[src/rtl/wishbone_rr_arbiter.sv]
`default_nettype none
// ============================================================================
//  Module   : wishbone_rr_arbiter
//  Purpose  : Two-master / one-slave Wishbone arbiter. Round-robin grant on
//             ties, no preemption, and a watchdog that terminates a strobe
//             the slave never answers by forcing err to the owning master.
//  Ports    :
//    clock, reset               bus clock, asynchronous active-high reset
//    mN_cyc/stb/we/sel/adr/dat_i master N request side (N = 0, 1)
//    mN_dat_o                   slave read data, broadcast to both masters
//    mN_ack/err/rty_o           terminations, only ever to the owner
//    s_cyc/stb/we/sel/adr/dat_o slave request side (owner's signals or 0)
//    s_dat_i, s_ack/err/rty_i   slave response side
//    grant                      one-hot owner: 01 = m0, 10 = m1, 00 = idle
//  Revision : 1.0 - initial release
// ============================================================================
module wishbone_rr_arbiter #(
    parameter int ADDR_WIDTH = 32,
    parameter int DATA_WIDTH = 32,
    parameter int TIMEOUT    = 255
) (
    input  logic                    clock,
    input  logic                    reset,
    // master 0
    input  logic                    m0_cyc_i,
    input  logic                    m0_stb_i,
    input  logic                    m0_we_i,
    input  logic [DATA_WIDTH/8-1:0] m0_sel_i,
    input  logic [ADDR_WIDTH-1:0]   m0_adr_i,
    input  logic [DATA_WIDTH-1:0]   m0_dat_i,
    output logic [DATA_WIDTH-1:0]   m0_dat_o,
    output logic                    m0_ack_o,
    output logic                    m0_err_o,
    output logic                    m0_rty_o,
    // master 1
    input  logic                    m1_cyc_i,
    input  logic                    m1_stb_i,
    input  logic                    m1_we_i,
    input  logic [DATA_WIDTH/8-1:0] m1_sel_i,
    input  logic [ADDR_WIDTH-1:0]   m1_adr_i,
    input  logic [DATA_WIDTH-1:0]   m1_dat_i,
    output logic [DATA_WIDTH-1:0]   m1_dat_o,
    output logic                    m1_ack_o,
    output logic                    m1_err_o,
    output logic                    m1_rty_o,
    // slave
    output logic                    s_cyc_o,
    output logic                    s_stb_o,
    output logic                    s_we_o,
    output logic [DATA_WIDTH/8-1:0] s_sel_o,
    output logic [ADDR_WIDTH-1:0]   s_adr_o,
    output logic [DATA_WIDTH-1:0]   s_dat_o,
    input  logic [DATA_WIDTH-1:0]   s_dat_i,
    input  logic                    s_ack_i,
    input  logic                    s_err_i,
    input  logic                    s_rty_i,
    // ownership
    output logic [1:0]              grant
);

    localparam int c_sel_width = DATA_WIDTH / 8;
    // A zero TIMEOUT would give a zero-width counter; keep one bit so the
    // declaration stays legal even though the watchdog is then removed.
    localparam int c_cnt_width = (TIMEOUT > 0) ? $clog2(TIMEOUT + 1) : 1;

    // State codes are the grant encoding, so grant is the state register.
    typedef enum logic [1:0] {
        S_IDLE = 2'b00,
        S_OWN0 = 2'b01,
        S_OWN1 = 2'b10
    } state_t;

    state_t r_state;
    logic   r_last;          // last master served; 1 after reset so m0 wins the first tie

    logic   w_own0;
    logic   w_own1;
    logic   w_slave_term;
    logic   w_wdog_expired;
    logic   w_force_err;

    // ------------------------------------------------------------------
    // Ownership FSM
    // ------------------------------------------------------------------
    always_ff @(posedge clock or posedge reset) begin
        if (reset) begin
            r_state <= S_IDLE;
            r_last  <= 1'b1;
        end else begin
            case (r_state)
                S_IDLE: begin
                    // On a tie the master that was not served last wins.
                    if (m0_cyc_i && (!m1_cyc_i || r_last)) begin
                        r_state <= S_OWN0;
                        r_last  <= 1'b0;
                    end else if (m1_cyc_i) begin
                        r_state <= S_OWN1;
                        r_last  <= 1'b1;
                    end
                end
                S_OWN0: begin
                    // Held until m0 releases cyc; handover is same-edge.
                    if (!m0_cyc_i) begin
                        if (m1_cyc_i) begin
                            r_state <= S_OWN1;
                            r_last  <= 1'b1;
                        end else begin
                            r_state <= S_IDLE;
                        end
                    end
                end
                S_OWN1: begin
                    if (!m1_cyc_i) begin
                        if (m0_cyc_i) begin
                            r_state <= S_OWN0;
                            r_last  <= 1'b0;
                        end else begin
                            r_state <= S_IDLE;
                        end
                    end
                end
                default: r_state <= S_IDLE;
            endcase
        end
    end

    assign grant  = r_state;
    assign w_own0 = (r_state == S_OWN0);
    assign w_own1 = (r_state == S_OWN1);

    // ------------------------------------------------------------------
    // Slave request mux: owner's signals straight through, zeros when idle
    // ------------------------------------------------------------------
    always_comb begin
        s_cyc_o = 1'b0;
        s_stb_o = 1'b0;
        s_we_o  = 1'b0;
        s_sel_o = '0;
        s_adr_o = '0;
        s_dat_o = '0;
        if (w_own0) begin
            s_cyc_o = m0_cyc_i;
            s_stb_o = m0_stb_i;
            s_we_o  = m0_we_i;
            s_sel_o = m0_sel_i;
            s_adr_o = m0_adr_i;
            s_dat_o = m0_dat_i;
        end else if (w_own1) begin
            s_cyc_o = m1_cyc_i;
            s_stb_o = m1_stb_i;
            s_we_o  = m1_we_i;
            s_sel_o = m1_sel_i;
            s_adr_o = m1_adr_i;
            s_dat_o = m1_dat_i;
        end
    end

    // ------------------------------------------------------------------
    // Bus-timeout watchdog
    // ------------------------------------------------------------------
    assign w_slave_term = s_ack_i | s_err_i | s_rty_i;

    generate
        if (TIMEOUT > 0) begin : g_wdog_on
            logic [c_cnt_width-1:0] r_wdog_cnt;

            // Restarts after expiry, so a master still holding stb after
            // the forced err gets a fresh timeout window.
            always_ff @(posedge clock or posedge reset) begin
                if (reset) begin
                    r_wdog_cnt <= '0;
                end else if (!s_stb_o || w_slave_term || w_wdog_expired) begin
                    r_wdog_cnt <= '0;
                end else begin
                    r_wdog_cnt <= r_wdog_cnt + 1'b1;
                end
            end

            assign w_wdog_expired = (r_wdog_cnt == c_cnt_width'(TIMEOUT));
        end else begin : g_wdog_off
            assign w_wdog_expired = 1'b0;
        end
    endgenerate

    // A real slave response in the expiry cycle wins over the forced err.
    assign w_force_err = w_wdog_expired & ~w_slave_term;

    // ------------------------------------------------------------------
    // Responses: terminations only to the owner, data to both
    // ------------------------------------------------------------------
    assign m0_ack_o = w_own0 & s_ack_i;
    assign m0_err_o = w_own0 & (s_err_i | w_force_err);
    assign m0_rty_o = w_own0 & s_rty_i;
    assign m1_ack_o = w_own1 & s_ack_i;
    assign m1_err_o = w_own1 & (s_err_i | w_force_err);
    assign m1_rty_o = w_own1 & s_rty_i;

    assign m0_dat_o = s_dat_i;
    assign m1_dat_o = s_dat_i;

    // Keeps the byte-lane width tied to the data width for readers.
    logic [c_sel_width-1:0] w_sel_unused;
    assign w_sel_unused = s_sel_o;

endmodule
`default_nettype wire

[config.mk]
export PLATFORM = sky130hd
export DESIGN_NAME = wishbone_rr_arbiter
export DESIGN_NICKNAME = d
export VERILOG_FILES = /design/src/rtl/wishbone_rr_arbiter.sv
export SDC_FILE = /design/constraint.sdc
export NUM_CORES = 1
export LEC_CHECK = 0
export BUFFER_PORTS_ARGS = -buffer_cell sky130_fd_sc_hd__buf_4
export CAP_MARGIN = 20
export CORE_AREA = 3 3 123 125
export DETAILED_ROUTE_END_ITERATION = 12
export DIE_AREA = 0 0 126 128
export PLACE_DENSITY = 0.46
export SLEW_MARGIN = 20
export SYNTH_ARGS = -nofsm -noshare
export SYNTH_HDL_FRONTEND = slang
export SYNTH_SLANG_ARGS = --single-unit
export TNS_END_PERCENT = 10
[constraint.sdc]
create_clock -name clock -period 4.8 [get_ports clock]
set_clock_uncertainty 0.1 [all_clocks]
set_input_delay 0.48 -clock clock [delete_from_list [all_inputs] [get_ports clock]]
set_output_delay 0.48 -clock clock [all_outputs]
set_load 0.01 [all_outputs]
==> impl_results.md <==
- WL/cell: 14.0 µm
- Vias in the first global route: 2728
- # diodes: 0
- Hold Violations, Final: 0
- Routability Congestion: 0.817
- Synth Register Bits: 11
- Int Power: 0.781 mW
- Yosys top cell by area: nand2_1
- DRC: 0
- Initial core utilization: 15.4%
- Max VDD drop: 0.366 mV
- WP buf/inv: 3
- Worst r2r dst: g_wdog_on.r_wdog_cnt[5]
- GR Overflow Total: 0
- Clk buf depth: 2
- Gr usage total: 10.7%
- Yosys top cell area share: 23.6%
- CP endpoint kind: output port
- Final WS setup: 1.70 ns
- Synth Cell Area: 0.00216 mm²
- Psw: 0.697 mW
- Fin. max-slew vios: 0
- Worst skew pair latency: 0.24 ns
- Post-synth net total: 551
- Dominant synthesized flop cell: dfrtp_1
- Cell variety after synth: 36
- Most common cell after layout, fill and taps aside: buf_4
- FF-to-FF path depth: 5
- Antenna violations before repair: 0
- Cell repeated most along the worst path: buf_4
- Fin Setup TNS: 0 ns
- RSZ-0062 raised after global routing: false
- Site Rows: 43
- Clock power share: 10.3%
- Maxcap violations: 0
- CP cell instances: inv_1 -> ha_2 -> buf_4 -> nand2_1 -> o21ai_0 -> buf_4
- CTS clk-pin slew, worst paths: 0.04 ns
- EDFF count, synth: 0
- Full die area: 0.0161 mm²
- Area growth, synth to finish: 67.2%
- Measured slew at the worst slew-check pin: 0.846 ns
- WP data arrival: 2.52 ns
- Minimum period implied by the final worst setup slack: 3.10 ns
- CTS tree: yes
- Syn Inst Count: 367
- I/O Pins: 322
- Lkg Pwr: 1.76 nW
- Layout Utilization: 25.8%
- DRT antenna net count: 0
- Area after DPL: 0.00353 mm²
- DR vias: 2805
- Slew headroom: 43.6%
- Asr flop ratio synth: 100%
- Final instance area: 0.00361 mm²
- Top post-synthesis cells by area: nand2_1, buf_4, o21ai_0, dfrtp_1, ha_1
- Most frequent cells in the layout: buf_4, nand2_1, o21ai_0, dfrtp_1
- Clk root buf: clkbuf_16
- Sink Count: 11
- NumNets Final: 696
- Crit share post-route: 64.5%
- Worst endpoint required time: 4.22 ns
- Power Density: 409 mW/mm²
- Number of buffers added for setup after CTS: 0
- WL final: 9.66 mm
- Slowest stage delay, CP: 0.69 ns
- Max Fclk: 323 MHz
- Final setup viols: 0
- Pre-CTS setup slack: 1.90 ns
- Outcome: finished clean
- Chip Height: 128 µm
- Sequential Power Share: 8.5%
- Crit path max-delay family: buffers and inverters
- Sequential element share of the synthesized area: 12.8%
- Synth warn: 0
- DR pass1 iterations: 4
- Mapped Avg Cell Area: 5.89 µm²
- Core area: 0.0140 mm²
- CP max FO: 39
- Sw Share: 47.2%
- DR iter-0 viols: 117
- Post-CTS Hold Buffers: 0
- Ratio of routed vias to standard cells: 4.06
- Crit path launch type: register
- Cts bufs inserted: 3
- Setup slack, reg-to-reg: 2.41 ns
- CTS resizes: 0
- Crit Path Category: reg2out
- H-tree depth: 1
- RR Startpoint: grant[0]
- IO Port Bufs: 225
- Cell at the slowest stage of the critical path: ha_2
- Die X: 126 µm
- Gate power share: 81.2%
- Share of cells above drive strength 1: 46.4%
- Min-Delay Path Class: in2async
- Largest net degree at the start of global routing: 97
- DP Wirelength: 8.06 mm
- First-pass GRT wire length: 14.5 mm
-- worst register-to-register path, cell delays in order (launching register included) --
cell and delay, ns:
dfrtp_1 0.45, inv_1 0.12, ha_2 0.69, nand3b_4 0.14, a2111o_1 0.57, a211oi_2 0.24
-- how the worst max path moves through the flow --
stage	endpoint	slack, ns	startpoint	cells after the start
2_1_floorplan	s_adr_o[0]	2.58	grant[0]	6
3_3_place_gp	s_adr_o[6]	2.01	grant[0]	6
3_5_place_dp	s_dat_o[25]	1.90	grant[0]	6
4_1_cts	s_dat_o[25]	1.63	grant[0]	6
5_1_grt	s_dat_o[25]	1.48	grant[0]	6
6_report	s_dat_o[25]	1.70	grant[0]	6
-- synth_stat cells, types with 2 or more instances --
library cell / count
nor2b_1: 3
nor2_1: 4
a41oi_1: 2
a22o_1: 4
nand2_1: 136
and2_1: 5
or3_1: 2
clkbuf_1: 16
ha_1: 5
inv_1: 6
buf_4: 64
nand3_1: 3
a21oi_1: 4
a31oi_1: 2
o21ai_0: 70
buf_1: 6
nor3_1: 6
xor2_1: 2
dfrtp_1: 10
-- through the flow --
step	hold slack, ns	power (mW)	cells
4_1_cts	0.168	1.51	691
3_5_place_dp	0.417	1.35	687
5_1_grt	0.202	1.62	691
6_report	0.146	1.48	691
2_1_floorplan	0.232	0.775	367
3_3_place_gp	0.425	1.34	687
-- cells by family after synthesis --
kind of cell               synth area share, %
xor gates and xnor gates                  1.22
AOI/OAI and AO/OA                         22.1
buffers and inverters                     27.9
DFF                                       12.8
adders and majority gates                 2.90
and+or+nand+nor                           32.7
muxes                                    0.521
-- power by group through the flow --
| stage | sequential (mW) | clock (mW) | combinational (mW) |
|---|---|---|---|
| after floorplan | 0.124 | 0 | 0.651 |
| final | 0.125 | 0.153 | 1.20 |
| after global routing | 0.127 | 0.161 | 1.33 |
| after CTS | 0.125 | 0.156 | 1.23 |
| after global placement | 0.125 | 0 | 1.21 |
| after detailed placement | 0.126 | 0 | 1.22 |
-- metal layers --
layer,track usage [%],routed length (µm)
met5,0,0
met4,2.21,180
met3,3.50,1050
met2,18.9,4730
met1,12.7,3690
-- state kept, by name, indices dropped and copies added, names as in the netlist --
| signal | cells |
|---|---|
| grant | 2 |
| g_wdog_on.r_wdog_cnt | 8 |
| r_last | 1 |
-- area by class of cell --
type / instances / area, µm²
clock buffers: 4 / 78.8
fillers: 1561 / 10400
inverters: 6 / 22.5
multi-input cells: 262 / 1300
flip-flops and latches: 11 / 277
well taps: 180 / 225
repair buffers: 228 / 1710
No activity file was read; power rests on OpenSTA's default activity.
